`src/rtl/fmul_hp_arbiter_if.sv`:
```
// Request/response bundle between the two issuing clients, the consumer and fmul_hp_arbiter.
// The arbiter takes the slave modport; the issuing side takes the master modport.
interface fmul_hp_arbiter_if;
  logic        req0_valid;
  logic        req0_ready;
  logic [15:0] req0_a;
  logic [15:0] req0_b;
  logic        req1_valid;
  logic        req1_ready;
  logic [15:0] req1_a;
  logic [15:0] req1_b;
  logic        rsp_valid;
  logic        rsp_ready;
  logic        rsp_id;
  logic [15:0] rsp_result;
  logic        rsp_ovf;

  modport slave (
    input  req0_valid, req0_a, req0_b, req1_valid, req1_a, req1_b, rsp_ready,
    output req0_ready, req1_ready, rsp_valid, rsp_id, rsp_result, rsp_ovf
  );

  modport master (
    output req0_valid, req0_a, req0_b, req1_valid, req1_a, req1_b, rsp_ready,
    input  req0_ready, req1_ready, rsp_valid, rsp_id, rsp_result, rsp_ovf
  );
endinterface

```
`src/rtl/fmul_hp_arbiter.sv`:
```
// Round-robin two-client front end for the shared half-precision multiplier.
// Optional FMUL_ARB_OVF_SATURATE_EN: overflowing non-zero products become signed infinity.
module fmul_hp_arbiter (
  input logic             clk,
  input logic             rst_n,
  fmul_hp_arbiter_if.slave bus
);

  typedef enum logic [1:0] {StIdle, StCalc, StHold} state_e;

  state_e      state_q;
  logic        prio_q;
  logic        id_q;
  logic [15:0] opa_q;
  logic [15:0] opb_q;
  logic [15:0] result_q;
  logic        ovf_q;

  logic        gnt0;
  logic        gnt1;
  logic        in_idle;
  logic [15:0] win_a;
  logic [15:0] win_b;

  always_comb begin
    gnt0    = bus.req0_valid & (~bus.req1_valid | ~prio_q);
    gnt1    = bus.req1_valid & (~bus.req0_valid | prio_q);
    in_idle = (state_q == StIdle) & rst_n;
    win_a   = gnt1 ? bus.req1_a : bus.req0_a;
    win_b   = gnt1 ? bus.req1_b : bus.req0_b;
  end

  assign bus.req0_ready = in_idle & gnt0;
  assign bus.req1_ready = in_idle & gnt1;
  assign bus.rsp_valid  = (state_q == StHold);
  assign bus.rsp_id     = id_q;
  assign bus.rsp_result = result_q;
  assign bus.rsp_ovf    = ovf_q;

  // Multiplier datapath: biased exponent add, truncated and unnormalised mantissa product.
  logic        mul_zero;
  logic        mul_sign;
  logic [5:0]  exp_sum;
  logic [6:0]  exp_biased;
  logic [21:0] mant_prod;
  logic [4:0]  mul_exp;
  logic [9:0]  mul_mant;
  logic        mul_ovf;
  logic [15:0] mul_word;
  logic        unused_mul_bits;

  always_comb begin
    mul_zero   = (opa_q[14:0] == 15'd0) | (opb_q[14:0] == 15'd0);
    mul_sign   = opa_q[15] ^ opb_q[15];
    exp_sum    = {1'b0, opa_q[14:10]} + {1'b0, opb_q[14:10]};
    exp_biased = {1'b0, exp_sum} - 7'd15;
    mant_prod  = {1'b1, opa_q[9:0]} * {1'b1, opb_q[9:0]};
    mul_exp    = mul_zero ? 5'd0 : exp_biased[4:0];
    mul_mant   = mul_zero ? 10'd0 : mant_prod[19:10];
    mul_ovf    = ~mul_zero & (exp_sum > 6'd46);
`ifdef FMUL_ARB_OVF_SATURATE_EN
    mul_word   = mul_ovf ? {mul_sign, 5'b11111, 10'd0} : {mul_sign, mul_exp, mul_mant};
`else
    mul_word   = {mul_sign, mul_exp, mul_mant};
`endif
  end

  assign unused_mul_bits = ^{exp_biased[6:5], mant_prod[21:20], mant_prod[9:0]};

  always_ff @(posedge clk or negedge rst_n) begin
    if (!rst_n) begin
      state_q  <= StIdle;
      prio_q   <= 1'b0;
      id_q     <= 1'b0;
      opa_q    <= 16'd0;
      opb_q    <= 16'd0;
      result_q <= 16'd0;
      ovf_q    <= 1'b0;
    end else begin
      unique case (state_q)
        StIdle: begin
          if (gnt0 | gnt1) begin
            opa_q   <= win_a;
            opb_q   <= win_b;
            id_q    <= gnt1;
            prio_q  <= ~gnt1;
            state_q <= StCalc;
          end
        end
        StCalc: begin
          result_q <= mul_word;
          ovf_q    <= mul_ovf;
          state_q  <= StHold;
        end
        StHold: begin
          if (bus.rsp_ready) state_q <= StIdle;
        end
        default: state_q <= StIdle;
      endcase
    end
  end

endmodule

```
`src/flat_wrapper.sv`:
```
// flat-port wrapper written by rule: the top's interface ports become plain ports
module fmul_hp_arbiter_flat 
  (clk, rst_n, bus_req0_valid, bus_req0_a, bus_req0_b, bus_req1_valid, bus_req1_a, bus_req1_b, bus_rsp_ready, bus_req0_ready, bus_req1_ready, bus_rsp_valid, bus_rsp_id, bus_rsp_result, bus_rsp_ovf);
  fmul_hp_arbiter_if bus_i ();
  input logic clk;
  input logic rst_n;
  input wire logic [$bits(bus_i.req0_valid)-1:0] bus_req0_valid;
  input wire logic [$bits(bus_i.req0_a)-1:0] bus_req0_a;
  input wire logic [$bits(bus_i.req0_b)-1:0] bus_req0_b;
  input wire logic [$bits(bus_i.req1_valid)-1:0] bus_req1_valid;
  input wire logic [$bits(bus_i.req1_a)-1:0] bus_req1_a;
  input wire logic [$bits(bus_i.req1_b)-1:0] bus_req1_b;
  input wire logic [$bits(bus_i.rsp_ready)-1:0] bus_rsp_ready;
  output wire logic [$bits(bus_i.req0_ready)-1:0] bus_req0_ready;
  output wire logic [$bits(bus_i.req1_ready)-1:0] bus_req1_ready;
  output wire logic [$bits(bus_i.rsp_valid)-1:0] bus_rsp_valid;
  output wire logic [$bits(bus_i.rsp_id)-1:0] bus_rsp_id;
  output wire logic [$bits(bus_i.rsp_result)-1:0] bus_rsp_result;
  output wire logic [$bits(bus_i.rsp_ovf)-1:0] bus_rsp_ovf;
  assign bus_i.req0_valid = bus_req0_valid;
  assign bus_i.req0_a = bus_req0_a;
  assign bus_i.req0_b = bus_req0_b;
  assign bus_i.req1_valid = bus_req1_valid;
  assign bus_i.req1_a = bus_req1_a;
  assign bus_i.req1_b = bus_req1_b;
  assign bus_i.rsp_ready = bus_rsp_ready;
  assign bus_req0_ready = bus_i.req0_ready;
  assign bus_req1_ready = bus_i.req1_ready;
  assign bus_rsp_valid = bus_i.rsp_valid;
  assign bus_rsp_id = bus_i.rsp_id;
  assign bus_rsp_result = bus_i.rsp_result;
  assign bus_rsp_ovf = bus_i.rsp_ovf;
  fmul_hp_arbiter u_core (.clk(clk), .rst_n(rst_n), .bus(bus_i));
endmodule
```
`config.mk`:
```
export PLATFORM = sky130hd
export DESIGN_NAME = fmul_hp_arbiter_flat
export DESIGN_NICKNAME = d
export VERILOG_FILES = /design/src/rtl/fmul_hp_arbiter_if.sv /design/src/rtl/fmul_hp_arbiter.sv /design/src/flat_wrapper.sv
export SDC_FILE = /design/constraint.sdc
export NUM_CORES = 1
export LEC_CHECK = 0
export BUFFER_PORTS_ARGS = -buffer_cell sky130_fd_sc_hd__buf_2
export CORE_UTILIZATION = 59
export DETAILED_ROUTE_END_ITERATION = 6
export PLACE_DENSITY_LB_ADDON = 0.08
export SLEW_MARGIN = 20
export SYNTH_ARGS = -nofsm -noshare
export SYNTH_HDL_FRONTEND = slang
export SYNTH_SLANG_ARGS = --single-unit
export TNS_END_PERCENT = 5
```
`constraint.sdc`:
```
create_clock -name clk -period 6 [get_ports clk]
set_input_delay 0.6 -clock clk [delete_from_list [all_inputs] [get_ports clk]]
set_output_delay 0.6 -clock clk [all_outputs]
set_load 0.01 [all_outputs]
```
# == Yosys cells after proc, flatten, opt, wreduce, memory -nomap -nowiden ==
# Cells that the tools add are included.
# totals
reg_bits,53
latchBits,0
ramBits,0
mem_bits_ro,0
elab_cells,43
memories,0
# classes
addsub,2
mul,1
div,0
magnitude_cmp,1
n_eq_ne,4
shift,0
mux,7
n_bitwise,16
reduce_logical,5
# op_table
operator,n
$mux W16,2
$logic_not A15 Y1,2
$mul A11 B11 Y20,1
$mux W10,1
$add A5 B5 Y6,1
$and A1 B1 Y1,6
$gt A6 B6 Y1 const B,1
$pmux W2 S3,1
$mux W5,1
$not A1 Y1,5
$sub A5 B4 Y5 const B,1
$mux W2,2
$ne A2 B2 Y1 const B,2
$or A1 B1 Y1,4
$reduce_and A2 Y1,2
$eq A2 B1 Y1 const B,1
$eq A2 B2 Y1 const B,1
$logic_not A2 Y1,1
$xor A1 B1 Y1,1

# == Longest topological paths before layout ==
# depth
depth_word,6
mapped_depth,19
mapped_depth_nobuf,18

# == Worst setup path after synthesis ==
# Ideal clock, no wire load.
# synth_path
path_kind,reg-to-reg
from,register u_core.opb_q[5]
to,"register u_core.result_q[9], in the netlist u_core.bus.rsp_result[9]"
setup_time_ns,0.121
arrival_ns,4.870
slack_ns,1.009
path_stages_with_launch,17
cell_sequence,dfrtp_1 clkbuf_1 and2_1 fa_1 fa_1 fa_1 fa_1 inv_1 fa_1 inv_1 ha_1 a21oi_1 o221ai_1 a221oi_2 o31ai_2 xnor2_1 a22o_1
# synth_between
elab_chain_len,3
elab_cells_between_ends,4
classes_between,mul (1); mux (1); bitwise (1); reduce/logical (1)
# synth_rtl
item,line_no,text
start: declaration,fmul_hp_arbiter.sv:15,logic [15:0] opb_q;
start signal: assignment,fmul_hp_arbiter.sv:84,opb_q <= win_b;
branches (longest 2 deep; another with $mul A11 B11 Y20),--,
$mux W10 (*),fmul_hp_arbiter.sv:59,mul_mant = mul_zero ? 10'd0 : mant_prod[19:10];
end signal: assignment,fmul_hp_arbiter.sv:91,result_q <= mul_word;
end: declaration,fmul_hp_arbiter.sv:16,logic [15:0] result_q;
# Mark *: on every way between the ends.
# A chain may end at the register's enable or synchronous reset.

# == Worst setup path in the final report ==
# layout_path
from,register u_core.opa_q[1]
to,"register u_core.result_q[9], in the netlist u_core.bus.rsp_result[9]"
# layout_between
elab_chain_len,3
elab_cells_between_ends,4
classes_between,mul (1); mux (1); bitwise (1); reduce/logical (1)
# layout_rtl
item,line_no,text
start: declaration,fmul_hp_arbiter.sv:14,logic [15:0] opa_q;
start signal: assignment,fmul_hp_arbiter.sv:83,opa_q <= win_a;
branches (longest 2 deep; another with $mul A11 B11 Y20),--,
$mux W10 (*),fmul_hp_arbiter.sv:59,
# Marks and branches as above.

==> results.sh <==
export IMPL_violations="DRC"
export IMPL_fill_cells=836
export IMPL_ios=90
export IMPL_initial_core_util=0.612
export IMPL_drcViolationCount=2
export IMPL_crit_start="u_core.opa_q[1]"
export IMPL_syn_inst=633
export IMPL_synth_yosys_seq_area_share=0.221
export IMPL_crit_fanout=11
export IMPL_crit_path_start_kind="flop"
export IMPL_gp_congestion=0.889
export IMPL_ys_warn_count=0
export IMPL_worst_pin_slew_ps=776
export IMPL_worstPathRequired_ps=6220
export IMPL_wl_per_cell_um=18.0
export IMPL_fin_nets=903
export IMPL_die_w_um=103
export IMPL_crit_type="reg2reg"
export IMPL_grt_overflow=0
export IMPL_crit_buf_inv=4
export IMPL_grt_max_degree=56
export IMPL_regArea_mm2=0.00133
export IMPL_rsz0062_at_grt="no"
export IMPL_post_route_period_util=0.899
export IMPL_worst_ep_arrival_time_ps=5610
export IMPL_hold_path_class="in2async"
export IMPL_antenna_found_initial=0
export IMPL_die_h_um=103
export IMPL_crit_slowest_cell="dfrtp_1"
export IMPL_ctsHoldBuffers=0
export IMPL_fmax_mhz=185
export IMPL_hpwl_um=12000
export IMPL_synthFlopType="dfrtp_1"
export IMPL_synth_area_mm2=0.00601
export IMPL_clkSinkCount=53
export IMPL_drt_initial_drc_count=383
export IMPL_fin_crit_ps=5400
export IMPL_cts_tree="built"
export IMPL_grt_first_pass_wirelength_um=24600
export IMPL_clkSlewWorstSetupHoldPaths_ps=100
export IMPL_ff2ff_path_depth=17
export IMPL_finClkSkew_ps=10.5
export IMPL_syn_nets=837
export IMPL_drt_pass1_iter_count=7
export IMPL_cts_buffer_depth=2
export IMPL_relSlewSlack=0.483
export IMPL_cap_violations=0
export IMPL_status="complete, but fails checks"
export IMPL_crit_cells=17
export IMPL_tns_ps=0
export IMPL_clock_latency_ps=330
export IMPL_synth_edf_count=0
export IMPL_critical_path_most_common_cell="fa_1"
export IMPL_antennaDiodeCount=0
export IMPL_multi_input_area_mm2=0.00400
export IMPL_cts_resized=0
export IMPL_endpoint_kind="flop"
export IMPL_setup_violations=0
export IMPL_core_region_area_mm2=0.00982
export IMPL_r2r_start="u_core.opa_q[1]"
export IMPL_numPortBuffers=89
export IMPL_crit_family="adder cells"
export IMPL_grt_util_all_layers=0.313
export IMPL_cp_endpoint="u_core.bus.rsp_result[9]"
export IMPL_hold_viol=0
export IMPL_cpPeakStageDelay_ps=590
export IMPL_synthDistinctLibCells=45
export IMPL_cts_htree_levels=2
export IMPL_r2r_end="u_core.bus.rsp_result[9]"
export IMPL_ant_nets=0
export IMPL_route_vias_total=4795
export IMPL_synth_ff_latch_count=53
export IMPL_path_cells="and2_1 > fa_1 > inv_1 > fa_1 > inv_1 > fa_1 > fa_1 > inv_1 > fa_1 > inv_1 > ha_1 > a21oi_1 > o221ai_1 > a221oi_2 > o31ai_2 > xnor2_1 > a22o_1"
export IMPL_syn_avg_cell_area_um2=9.50
export IMPL_rows=36
export IMPL_drv_slew=0
export IMPL_grt_pass1_vias=4929
export IMPL_cts_buffers=5
export IMPL_cts_root_buf="clkbuf_8"
export IMPL_drive_gt1_frac=0.159
export IMPL_die_area_mm2=0.0106
export IMPL_cts_setup_buffers=0
export IMPL_async_flop_share=1.00
export IMPL_viasPerCell=5.76
export IMPL_drt_wl_total_um=15000
export IMPL_synthToLayoutAreaGrowth_pct=10.4
export IMPL_r2r_slack_ps=600
[worst min path at each step]
stage,to
2_1_floorplan,u_core.bus.rsp_id
3_3_place_gp,u_core.bus.rsp_result[15]
3_5_place_dp,u_core.bus.rsp_id
4_1_cts,u_core.opa_q[15]
5_1_grt,u_core.opb_q[15]
6_report,u_core.opa_q[15]
[worst reg2reg max path, stage by stage, from the launching register on]
cell      delay [ps]
dfrtp_1          590
and2_1           260
fa_1             540
inv_1             60
fa_1             530
inv_1             50
fa_1             500
fa_1             540
inv_1             50
fa_1             530
inv_1             40
ha_1             350
a21oi_1          230
o221ai_1         240
a221oi_2         320
o31ai_2          120
xnor2_1          140
a22o_1           200
[synth_stat cells (2+ instances only)]
master / instances / area [µm²]
fa_1: 79 / 1580
ha_1: 56 / 701
o31ai_2: 2 / 25.0
clkbuf_1: 30 / 113
o21bai_1: 3 / 22.5
xnor2_1: 12 / 105
a222oi_1: 32 / 320
nand3_1: 4 / 20.0
a21o_1: 8 / 60.1
inv_1: 148 / 556
a32o_1: 2 / 20.0
o21ai_0: 9 / 45.0
dfrtp_1: 53 / 1330
xor2_1: 7 / 61.3
a21oi_1: 14 / 70.1
a211oi_2: 2 / 25.0
nor2_1: 8 / 30.0
nand2_1: 63 / 236
nand2b_1: 3 / 18.8
a211oi_1: 2 / 15.0
nand4_1: 5 / 31.3
and2_1: 46 / 288
o21ai_1: 2 / 10.0
buf_2: 3 / 15.0
a22o_1: 12 / 105
nor3_1: 4 / 20.0
nor4_1: 6 / 37.5
[per-stage QoR]
step / hold slack, ps / cell area, µm² / setup WS (ps) / utilization / instances
5_1_grt: 443 / 6640 / 327 / 0.676 / 832
3_3_place_gp: 457 / 6530 / 778 / 0.665 / 825
2_1_floorplan: 304 / 6010 / 1010 / - / 633
3_5_place_dp: 465 / 6530 / 662 / 0.665 / 825
6_report: 381 / 6640 / 604 / 0.676 / 832
4_1_cts: 401 / 6640 / 626 / 0.676 / 832
[registers in the layout (all words and copies together), names as in the netlist]
name and cells:
u_core.bus.rsp_id 1, u_core.bus.rsp_ovf 1, u_core.bus.rsp_result 16, u_core.opa_q 16
u_core.opb_q 16, u_core.prio_q 1, u_core.state_q 2
[routing by layer]
layer,GRT usage,part of all wire
met2,0.513,0.49
met3,0.0631,0.077
met1,0.427,0.42
met4,0.0888,0.013
met5,0,0
[cells in the final DEF, fill, tap and decap left out, types with 9 or more instances in the layout]
| cell type | instances |
|---|---|
| o21ai_0 | 9 |
| and2_1 | 46 |
| xnor2_1 | 12 |
| a222oi_1 | 32 |
| nand2_1 | 63 |
| ha_1 | 56 |
| a22o_1 | 12 |
| dfrtp_1 | 53 |
| a21oi_1 | 13 |
| fa_1 | 79 |
| inv_1 | 148 |
| buf_2 | 89 |
[cell families after synthesis]
group | share of synthesized area
buf+inv | 0.115
fa+ha+maj | 0.380
compound gates | 0.134
xor+xnor | 0.0277
flops | 0.221
simple gates | 0.122
[area by class of cell]
class                      instances  area share
tap                              133      0.0251
multi-input combinational        397       0.603
clock inverter                     2     0.00584
sequential                        53       0.200
clock buffer                       5      0.0104
timing repair buffer              94      0.0727
inverter                         148      0.0837
Power is left out: the tool's default activity adds up to more than one toggle a clock period on the data nets, which glitch-free logic cannot reach.
